File: config.mk
export PLATFORM = sky130hd
export DESIGN_NAME = pcpi_hub
export DESIGN_NICKNAME = d
export VERILOG_FILES = /design/src/rtl/pcpi_hub_pkg.sv /design/src/rtl/pcpi_prio_enc.sv /design/src/rtl/pcpi_hub.sv
export SDC_FILE = /design/constraint.sdc
export NUM_CORES = 1
export LEC_CHECK = 0
export ABC_AREA = 1
export BUFFER_PORTS_ARGS = -buffer_cell sky130_fd_sc_hd__clkbuf_2
export CORE_AREA = 2 2 152 154
export DETAILED_ROUTE_END_ITERATION = 7
export DIE_AREA = 0 0 154 156
export GPL_TIMING_DRIVEN = 0
export SYNTH_ARGS = -nofsm -noshare
export SYNTH_HDL_FRONTEND = slang
export SYNTH_SLANG_ARGS = --single-unit
File: constraint.sdc
create_clock -name clk -period 5.05 [get_ports clk]
set_input_delay 0.505 -clock clk [delete_from_list [all_inputs] [get_ports clk]]
set_output_delay 0.505 -clock clk [all_outputs]
set_load 0.01 [all_outputs]
File: src/rtl/pcpi_hub_pkg.sv
// Shared types and constants for the PCPI coprocessor hub.
// State encoding is fixed so debug tooling can decode dbg_state directly.
package pcpi_hub_pkg;

    localparam int DATA_W  = 32;
    localparam int OWNER_W = 3;
    localparam int MAX_COP = 8;

    typedef enum logic [2:0] {
        ST_IDLE  = 3'd0,
        ST_CLAIM = 3'd1,
        ST_BUSY  = 3'd2,
        ST_RESP  = 3'd3,
        ST_DONE  = 3'd4
    } state_t;

    // True when more than one bit of the request vector is set.
    function automatic logic multi_hot(input logic [MAX_COP-1:0] v);
        return (v & (v - MAX_COP'(1))) != '0;
    endfunction

endpackage

File: src/rtl/pcpi_prio_enc.sv
// Lowest-index-first priority encoder: returns the index of the lowest set
// request bit and whether any bit was set at all.
module pcpi_prio_enc #(
    parameter int N     = 4,
    parameter int IDX_W = 3
) (
    input  logic [N-1:0]     req,
    output logic [IDX_W-1:0] idx,
    output logic             hit
);

    always_comb begin
        idx = '0;
        hit = |req;
        // Descending scan so the lowest set index is the last one written.
        for (int i = N - 1; i >= 0; i--) begin
            if (req[i]) begin
                idx = IDX_W'(i);
            end
        end
    end

endmodule

File: src/rtl/pcpi_hub.sv
// Registered PCPI fan-out/fan-in hub between picorv32 and NUM_COP coprocessors
// with enable mask, owner locking, re-issue suppression and sticky status.
//
// Handshake: the CPU holds pcpi_valid with stable insn/rs1/rs2 until it sees a
// one-cycle pcpi_ready (or traps). A coprocessor claims the instruction with
// cop_wait (multi-cycle) or cop_ready (result this cycle); the hub answers one
// cycle after the owner's cop_ready and withholds cop_valid until pcpi_valid drops.
module pcpi_hub
    import pcpi_hub_pkg::*;
#(
    parameter int NUM_COP = 4,
    parameter int TIMEOUT = 12,
    parameter int CNT_W   = 4
) (
    input  logic                      clk,
    input  logic                      reset,
    input  logic                      pcpi_valid,
    input  logic [DATA_W-1:0]         pcpi_insn,
    input  logic [DATA_W-1:0]         pcpi_rs1,
    input  logic [DATA_W-1:0]         pcpi_rs2,
    output logic                      pcpi_wr,
    output logic [DATA_W-1:0]         pcpi_rd,
    output logic                      pcpi_wait,
    output logic                      pcpi_ready,
    output logic [NUM_COP-1:0]        cop_valid,
    output logic [DATA_W-1:0]         cop_insn,
    output logic [DATA_W-1:0]         cop_rs1,
    output logic [DATA_W-1:0]         cop_rs2,
    input  logic [NUM_COP-1:0]        cop_wr,
    input  logic [DATA_W*NUM_COP-1:0] cop_rd,
    input  logic [NUM_COP-1:0]        cop_wait,
    input  logic [NUM_COP-1:0]        cop_ready,
    input  logic [NUM_COP-1:0]        cfg_en,
    output logic [OWNER_W-1:0]        stat_owner,
    output logic                      stat_conflict,
    output logic                      stat_timeout,
    input  logic                      stat_clr,
    output state_t                    dbg_state
);

    localparam logic [NUM_COP-1:0] ONE_HOT0 = NUM_COP'(1);

    state_t               state;
    logic [OWNER_W-1:0]   owner;
    logic [CNT_W-1:0]     cnt;
    logic [NUM_COP-1:0]   en_q;

    logic [NUM_COP-1:0]   en_rdy;
    logic [NUM_COP-1:0]   en_wait;
    logic [NUM_COP-1:0]   owner_mask;
    logic [OWNER_W-1:0]   rdy_idx;
    logic                 rdy_hit;
    logic [OWNER_W-1:0]   wait_idx;
    logic                 wait_hit;
    logic [OWNER_W-1:0]   sel_idx;
    logic [DATA_W-1:0]    sel_rd;
    logic                 sel_wr;
    logic                 owner_rdy;
    logic                 claim_active;
    logic                 timeout_set;
    logic                 conflict_set;

    assign cop_insn  = pcpi_insn;
    assign cop_rs1   = pcpi_rs1;
    assign cop_rs2   = pcpi_rs2;
    assign dbg_state = state;

    assign en_rdy     = cop_ready & cfg_en;
    assign en_wait    = cop_wait & cfg_en;
    assign owner_mask = ONE_HOT0 << owner;
    assign owner_rdy  = |(cop_ready & owner_mask);

    pcpi_prio_enc #(.N(NUM_COP), .IDX_W(OWNER_W)) u_rdy_enc (
        .req (en_rdy),
        .idx (rdy_idx),
        .hit (rdy_hit)
    );

    pcpi_prio_enc #(.N(NUM_COP), .IDX_W(OWNER_W)) u_wait_enc (
        .req (en_wait),
        .idx (wait_idx),
        .hit (wait_hit)
    );

    // In CLAIM the result comes from the ready winner; in BUSY from the owner.
    assign sel_idx = (state == ST_CLAIM) ? rdy_idx : owner;

    always_comb begin
        sel_rd = '0;
        sel_wr = 1'b0;
        for (int i = 0; i < NUM_COP; i++) begin
            if (sel_idx == OWNER_W'(i)) begin
                sel_rd = cop_rd[i*DATA_W +: DATA_W];
                sel_wr = cop_wr[i];
            end
        end
    end

    assign claim_active = (state == ST_CLAIM) && pcpi_valid;
    assign timeout_set  = claim_active && !rdy_hit && !wait_hit
                          && (cnt == CNT_W'(TIMEOUT - 1));
    // Non-owner readys in BUSY are judged against the mask latched at claim time.
    assign conflict_set = (claim_active && multi_hot(MAX_COP'(en_rdy)))
                          || ((state == ST_BUSY) && |(cop_ready & en_q & ~owner_mask));

    always_comb begin
        cop_valid = '0;
        pcpi_wait = 1'b0;
        case (state)
            ST_IDLE: begin
                cop_valid = {NUM_COP{pcpi_valid}} & cfg_en;
            end
            ST_CLAIM: begin
                cop_valid = {NUM_COP{pcpi_valid}} & cfg_en;
                pcpi_wait = |en_wait;
            end
            ST_BUSY: begin
                cop_valid = {NUM_COP{pcpi_valid}} & owner_mask;
                pcpi_wait = 1'b1;
            end
            default: begin
                cop_valid = '0;
                pcpi_wait = 1'b0;
            end
        endcase
    end

    always_ff @(posedge clk) begin
        if (reset) begin
            state         <= ST_IDLE;
            owner         <= '0;
            cnt           <= '0;
            en_q          <= '0;
            pcpi_wr       <= 1'b0;
            pcpi_rd       <= '0;
            pcpi_ready    <= 1'b0;
            stat_owner    <= '0;
            stat_conflict <= 1'b0;
            stat_timeout  <= 1'b0;
        end else begin
            pcpi_ready <= 1'b0;

            if (conflict_set) begin
                stat_conflict <= 1'b1;
            end else if (stat_clr) begin
                stat_conflict <= 1'b0;
            end

            if (timeout_set) begin
                stat_timeout <= 1'b1;
            end else if (stat_clr) begin
                stat_timeout <= 1'b0;
            end

            case (state)
                ST_IDLE: begin
                    en_q <= cfg_en;
                    if (pcpi_valid) begin
                        cnt   <= '0;
                        state <= ST_CLAIM;
                    end
                end
                ST_CLAIM: begin
                    en_q <= cfg_en;
                    cnt  <= cnt + CNT_W'(1);
                    if (!pcpi_valid) begin
                        state <= ST_IDLE;
                    end else if (rdy_hit) begin
                        owner      <= rdy_idx;
                        pcpi_wr    <= sel_wr;
                        pcpi_rd    <= sel_rd;
                        pcpi_ready <= 1'b1;
                        stat_owner <= rdy_idx;
                        state      <= ST_RESP;
                    end else if (wait_hit) begin
                        owner <= wait_idx;
                        state <= ST_BUSY;
                    end else if (timeout_set) begin
                        state <= ST_DONE;
                    end
                end
                ST_BUSY: begin
                    // The owner completes even if its enable was dropped meanwhile.
                    if (owner_rdy) begin
                        pcpi_wr    <= sel_wr;
                        pcpi_rd    <= sel_rd;
                        pcpi_ready <= 1'b1;
                        stat_owner <= owner;
                        state      <= ST_RESP;
                    end
                end
                ST_RESP: begin
                    pcpi_wr    <= 1'b0;
                    stat_owner <= owner;
                    state      <= ST_DONE;
                end
                ST_DONE: begin
                    pcpi_wr <= 1'b0;
                    if (!pcpi_valid) begin
                        state <= ST_IDLE;
                    end
                end
                default: begin
                    state <= ST_IDLE;
                end
            endcase
        end
    end

endmodule

==> results of run 1 <==
final timing paths:
kind,to,slack [ns],depth (start not counted)
setup reg to reg,pcpi_rd[16],2.84,11
hold / removal,pcpi_rd[21],0.43,2
hold reg to reg,pcpi_rd[14],0.47,2
setup / recovery,cop_valid[3],2.63,7
through the flow:
| stage | hold slack [ns] | setup slack, ns | util, % |
|---|---|---|---|
| floorplan | 0.445 | 3.16 | - |
| global placement | 0.452 | 2.61 | 26.2 |
| detailed placement | 0.457 | 2.62 | 26.2 |
| CTS | 0.427 | 2.59 | 27.0 |
| global route | 0.435 | 2.43 | 27.0 |
| finish | 0.429 | 2.63 | 27.0 |
flip-flops by register name (all words and copies together), names as in the netlist:
register and count:
pcpi_rd 32, cnt 4, en_q 4, dbg_state 3
owner 2, stat_owner 2, pcpi_ready 1, pcpi_wr 1
stat_conflict 1, stat_timeout 1
per-layer routing:
layer / GRT usage [%] / up-vias / wire, microns
met2: 22.9 / 247 / 8020
li1: - / 2552 / -
met5: 0 / - / 0
met4: 5.12 / 0 / 454
met1: 15.4 / 2161 / 6810
met3: 3.31 / 28 / 1350
where the power goes:
part | internal, mW | switching (mW) | total [mW]
Sequential | 0.441 | 0.0207 | 0.462
Clock | 0.234 | 0.170 | 0.404
Combinational | 0.262 | 0.362 | 0.624
Total | 0.937 | 0.553 | 1.49
layout make-up:
class	count	area [sq um]
Fill cell	2519	16300
Timing Repair Buffer	288	1440
Clock buffer	5	125
Buffer	125	900
Multi-Input combinational cell	426	1990
Inverter	42	163
Tap cell	285	357
Clock inverter	3	43.8
Sequential cell	51	1020
cells by family after synthesis:
group	after synthesis
other	1
flip-flops	51
AND/OR/NAND/NOR	312
AO/OA/AOI/OAI	112
buffers and inverters	167
adder cells (fa/ha/maj)	1
cell usage after synthesis:
library cell	instances
a211oi_1	2
a21oi_1	34
a21oi_4	1
a31oi_1	2
buf_1	1
buf_2	9
buf_4	101
buf_6	5
clkbuf_1	7
clkbuf_2	2
conb_1	1
dfxtp_1	51
ha_1	1
inv_1	37
inv_2	3
inv_4	2
nand2_1	187
nand2_2	2
nand2_4	3
nand2_8	2
nand3_1	46
nand3_4	2
nand3b_1	1
nand4_1	5
nor2_1	57
nor2_2	2
nor2_4	1
nor2_8	2
nor3_1	2
o211ai_1	1
o21ai_0	53
o21ai_1	16
o21bai_1	2
o31ai_1	1
worst max-delay path: cells and delay by family, from the launching register on:
| kind | cells | cell delay, ns |
|---|---|---|
| AOI/OAI and AO/OA | 1 | 0.24 |
| buffers and inverters | 4 | 0.42 |
| DFF | 1 | 0.59 |
| and+or+nand+nor | 2 | 0.37 |
==> reports/qor.csv, run 1 <==
stage;metric;value;unit
outcome;status;complete, no violations;
critical_path;crit_path_start_kind;flip-flop;
sta;hold_viol_final;0;
yosys;synth_compound_area_share;14.5;%
clocking;cts_root_buf;clkbuf_16;
sta;fin_tns_setup;0;ns
yosys;yosysSeqAreaShare;25.1;%
sta;setup_violations;0;
sta;drv_slew;0;
yosys;syn-instance-count;644;
grt;grt_pass1_wl;24300;microns
grt;grt_max_degree;17;
critical_path;worstPathRequired;4.55;ns
sta;period_needed;2.42;ns
placement;dp_hpwl;14100;microns
sta;fmax;412;MHz
clocking;clk_latency;0.30;ns
placement;portBuffers;288;
die;dieArea;24000;sq um
die;core;22400;sq um
route;viasPerCell;4.07;
yosys;ys_types;34;
clocking;cts_tree;done;
yosys;synth_fp_nets;889;
clocking;cts_resized;0;
yosys;synthSimpleGateAreaFrac;33.9;%
yosys;synthMuxAreaShare;0;%
pwr;total_power;1.49;mW
die;die_w;154;microns
die;io_pins;387;
clocking;ctsLongestPathBuffers;2;
clocking;cts_buffers;5;
pwr;leakagePower;3.28;nW
placement;placed_area;5870;sq um
critical_path;crit_type;reg -> out;
critical_path;crit_top_cell;inv_2;
die;rows;55;
yosys;synth_fa_ha_area_share;0.308;%
clocking;cts_sinks;51;
route;wl_per_cell;13.6;microns
yosys;netlist_area;4070;sq um
route;ant_nets;0;
yosys;synth_top_family_by_area;simple AND/OR/NAND/NOR gates;
die;initial_utilization;18.2;%
critical_path;max_stage_delay;0.59;ns
route;vias;4988;
grt;track_usage;13.1;%
critical_path;path_cells;inv_2, nor2_2, inv_2, nor2_4, inv_2, a211oi_1, clkbuf_2;
route;wl;16600;microns
yosys;synth_area_leaders;dfxtp_1, buf_4, nand2_1;
hold_path;hold_class;in -> reg;
route;drt_iter0_drc;185;
hold_path;min-delay-start;reset;
finish;diodes;0;
flow_run;drv_cap;0;
clocking;cts-htree-levels;2;
pwr;power.density;247;nW/um^2
sta;rsz0062_at_grt;no;
sta;slew_headroom;56.7;%
finish;layout_common_cells;clkbuf_2, nand2_1, buf_4;
finish;fin_area;6040;sq um
finish;final_common_cell;clkbuf_2;
yosys;avgSynthCellArea;6.32;sq um
sta;tightest_slew;0.649;ns
finish;fin_cells;1225;
yosys;synth_top_area_cell;dfxtp_1;
yosys;synth_top_area_share;25.1;%
yosys;synth-seq-cells;51;
finish;drive_gt1_share;46.1;%
critical_path;crit_fanout;7;
yosys;ys_warn_count;0;
critical_path;cp-startpoint;dbg_state[1];
finish;layout.nets;1184;
placement;place.gp.congestion;0.837;
clocking;hold_buffers;0;
sta;fin_skew;0.00825;ns
critical_path;critPathCaptureType;output port;
clocking;post_cts_buffers;0;
critical_path;rr_startpoint;dbg_state[1];
route;first_pass_iters;5;
clocking;path_clk_slew;0.07;ns
critical_path;crit_slowest_cell;dfxtp_1;
die;die_y;156;microns
sta;finalCritPeriodShare;48.0;%
grt;antenna_found_initial;0;
finish;syn_to_final_growth;48.3;%
grt;grt_pass1_vias;4553;
critical_path;arrival;1.92;ns
placement;numPlacedInstances;1217;
grt;grt_overflow;0;
yosys;synth-xor-area-share;0;%
route;drc_errors;0;
pwr;vdd_ir_drop_max;110;uV
Note: power is estimated with default switching activity, not from simulation.
==> run 2: changes to the inputs <==
--- a/config.mk
+++ b/config.mk
@@ -7,9 +7,9 @@
 export LEC_CHECK = 0
 export ABC_AREA = 1
 export BUFFER_PORTS_ARGS = -buffer_cell sky130_fd_sc_hd__clkbuf_2
-export CORE_AREA = 2 2 152 154
+export CORE_AREA = 2 2 151 153
 export DETAILED_ROUTE_END_ITERATION = 7
-export DIE_AREA = 0 0 154 156
+export DIE_AREA = 0 0 153 155
 export GPL_TIMING_DRIVEN = 0
 export SYNTH_ARGS = -nofsm -noshare
 export SYNTH_HDL_FRONTEND = slang
==> constraint.sdc (replaced) <==
create_clock -name clk -period 2.07 [get_ports clk]
set_input_delay 0.207 -clock clk [delete_from_list [all_inputs] [get_ports clk]]
set_output_delay 0.207 -clock clk [all_outputs]
set_load 0.01 [all_outputs]
==> reports/qor.csv, run 2 (synthesis gave the netlist of run 1 again) <==
stage;metric;value;unit;change
critical_path;crit_type;reg -> reg;;
finish;layout_common_cells;clkbuf_2, nand2_1, buf_4;;
route;drc_errors;0;;unchanged
pwr;total_power;3.59;mW;+140%
pwr;vdd_ir_drop_max;300;uV;+170%
clocking;path_clk_slew;0.07;ns;about the same
hold_path;hold_path_depth;2;;unchanged
pwr;power.density;585;nW/um^2;+140%
route;wl;16900;microns;+1.5%
die;die_y;155;microns;-0.64%
clocking;cts_sinks;51;;unchanged
flow_run;drv_cap;0;;unchanged
route;first_pass_iters;5;;unchanged
sta;fmax;514;MHz;
clocking;cts_buffers;5;;unchanged
finish;diodes;0;;unchanged
finish;regMostFlops;pcpi_rd;;
sta;hold_viol_final;0;;unchanged
outcome;status;complete, no violations;;
grt;grt_max_degree;18;;+1
grt;antenna_found_initial;0;;unchanged
finish;fin_area;6130;sq um;+1.6%
placement;portBuffers;288;;unchanged
clocking;ctsLongestPathBuffers;2;;unchanged
placement;placed_area;5870;sq um;unchanged
grt;track_usage;13.5;%;+0.39 points
sta;finalCritPeriodShare;94.0;%;
sta;slew_headroom;53.7;%;-3.1 points
finish;syn_to_final_growth;50.8;%;
critical_path;rr_worst_depth;12;;+1
critical_path;critPathCaptureType;flip-flop;;
finish;reg_top3;pcpi_rd x32, cnt x4, en_q x4;;
placement;dp_hpwl;14300;microns;+1.4%
route;vias;4981;;-0.14%
sta;drv_slew;0;;unchanged
die;dieArea;23700;sq um;-1.3%
clocking;cts_root_buf;clkbuf_16;;
critical_path;crit_path_start_kind;flip-flop;;
finish;layout.nets;1188;;+0.34%
finish;final_common_cell;clkbuf_2;;
finish;drive_gt1_share;47.2;%;+1.2 points
finish;largest_reg_flops;32;;unchanged
die;io_pins;387;;unchanged
clocking;hold_buffers;0;;unchanged
route;wl_per_cell;13.7;microns;+1.2%
critical_path;crit_fanout;10;;+3
critical_path;arrival;2.19;ns;+0.27 ns
die;initial_utilization;18.3;%;+0.11 points
critical_path;worstPathRequired;2.31;ns;-2.24 ns
sta;tightest_slew;0.695;ns;+0.0458 ns
die;die_w;153;microns;-0.65%
grt;grt_pass1_wl;24600;microns;+1.5%
die;core;22200;sq um;-0.62%
grt;grt_pass1_vias;4512;;-0.90%
grt;grt_overflow;0;;unchanged
sta;fin_tns_setup;0;ns;unchanged
sta;fin_skew;0.00722;ns;-0.00103 ns
pwr;leakagePower;3.31;nW;+0.93%
route;viasPerCell;4.05;;-0.47%
hold_path;hold_class;in -> reg;;
sta;period_needed;1.95;ns;
clocking;cts-htree-levels;2;;unchanged
route;ant_nets;0;;unchanged
clocking;clk_latency;0.30;ns;about the same
placement;place.gp.congestion;0.850;;+1.6%
sta;setup_violations;0;;unchanged
clocking;cts_tree;done;;
die;rows;55;;unchanged
route;drt_iter0_drc;274;;+48%
sta;rsz0062_at_grt;yes;;
## run 2: cell types whose count changed in the layout (fill, tap and decap cells not counted), sizes merged
cell,before,now
buf,116,120
clkinv,2,0
clkinvlp,0,2
bufinv,1,0
inv,42,43
## run 2: worst max-delay path: stages (launching register included)
cell	delay, ns
dfxtp_1	0.32
buf_6	0.15
nor2_8	0.16
nand2_8	0.11
inv_8	0.10
nand3_4	0.14
a21oi_4	0.21
buf_8	0.16
buf_6	0.14
nand2_1	0.09
nand3_1	0.15
nor2_1	0.07
nor2_1	0.07
## run 2: metal layers
| layer | routed length, microns | global-route usage [%] | part of all wire, % |
|---|---|---|---|
| met1 | 6970 | 16.3 | 41 |
| met2 | 8540 | 24.1 | 51 |
| met3 | 1030 | 2.48 | 6.1 |
| met4 | 329 | 4.45 | 1.9 |
| met5 | 0 | 0 | 0 |
## run 2: power by group
part	total, mW	internal (mW)	switching (mW)
clock network	0.875	0.454	0.421
logic	1.58	0.678	0.903
registers	1.13	1.08	0.0542
total	3.59	2.21	1.38
## run 2: area by class of cell
cell class | count | area (sq um)
buffer | 123 | 903
clock buffer | 5 | 125
clock inverter | 3 | 23.8
fill | 2511 | 16100
inverter | 42 | 170
multi-input combinational | 426 | 2030
sequential | 51 | 1020
tap | 285 | 357
timing repair buffer | 294 | 1500
## run 2: through the flow
stage | hold slack (ns) | setup WS (ns) | utilization (%) | instances
6_report | 0.132 | 0.123 | 27.6 | 1229
3_3_place_gp | 0.451 | -0.164 | 26.4 | 1217
4_1_cts | 0.120 | 0.0125 | 27.4 | 1229
2_1_floorplan | 0.276 | 0.355 | - | 644
3_5_place_dp | 0.456 | -0.164 | 26.4 | 1217
5_1_grt | 0.139 | -0.0353 | 27.6 | 1229
## run 2: worst paths after layout
path / start / end / slack, ns
worst max-delay path: dbg_state[2] / pcpi_rd[5] / 0.12
worst min register to register: pcpi_rd[31] / pcpi_rd[31] / 0.47
worst max register to register: dbg_state[2] / pcpi_rd[5] / 0.12
worst min-delay path: reset / pcpi_rd[21] / 0.13
## run 2: what timing repair did
| action | 4_1_cts | 5_1_grt |
|---|---|---|
| cloned | 0 | 0 |
| endpoints found under the setup margin | 9 | 24 |
| buffers inserted | 4 | 2 |
| pin swaps | 3 | 2 |
| gates resized for setup | 9 | 11 |
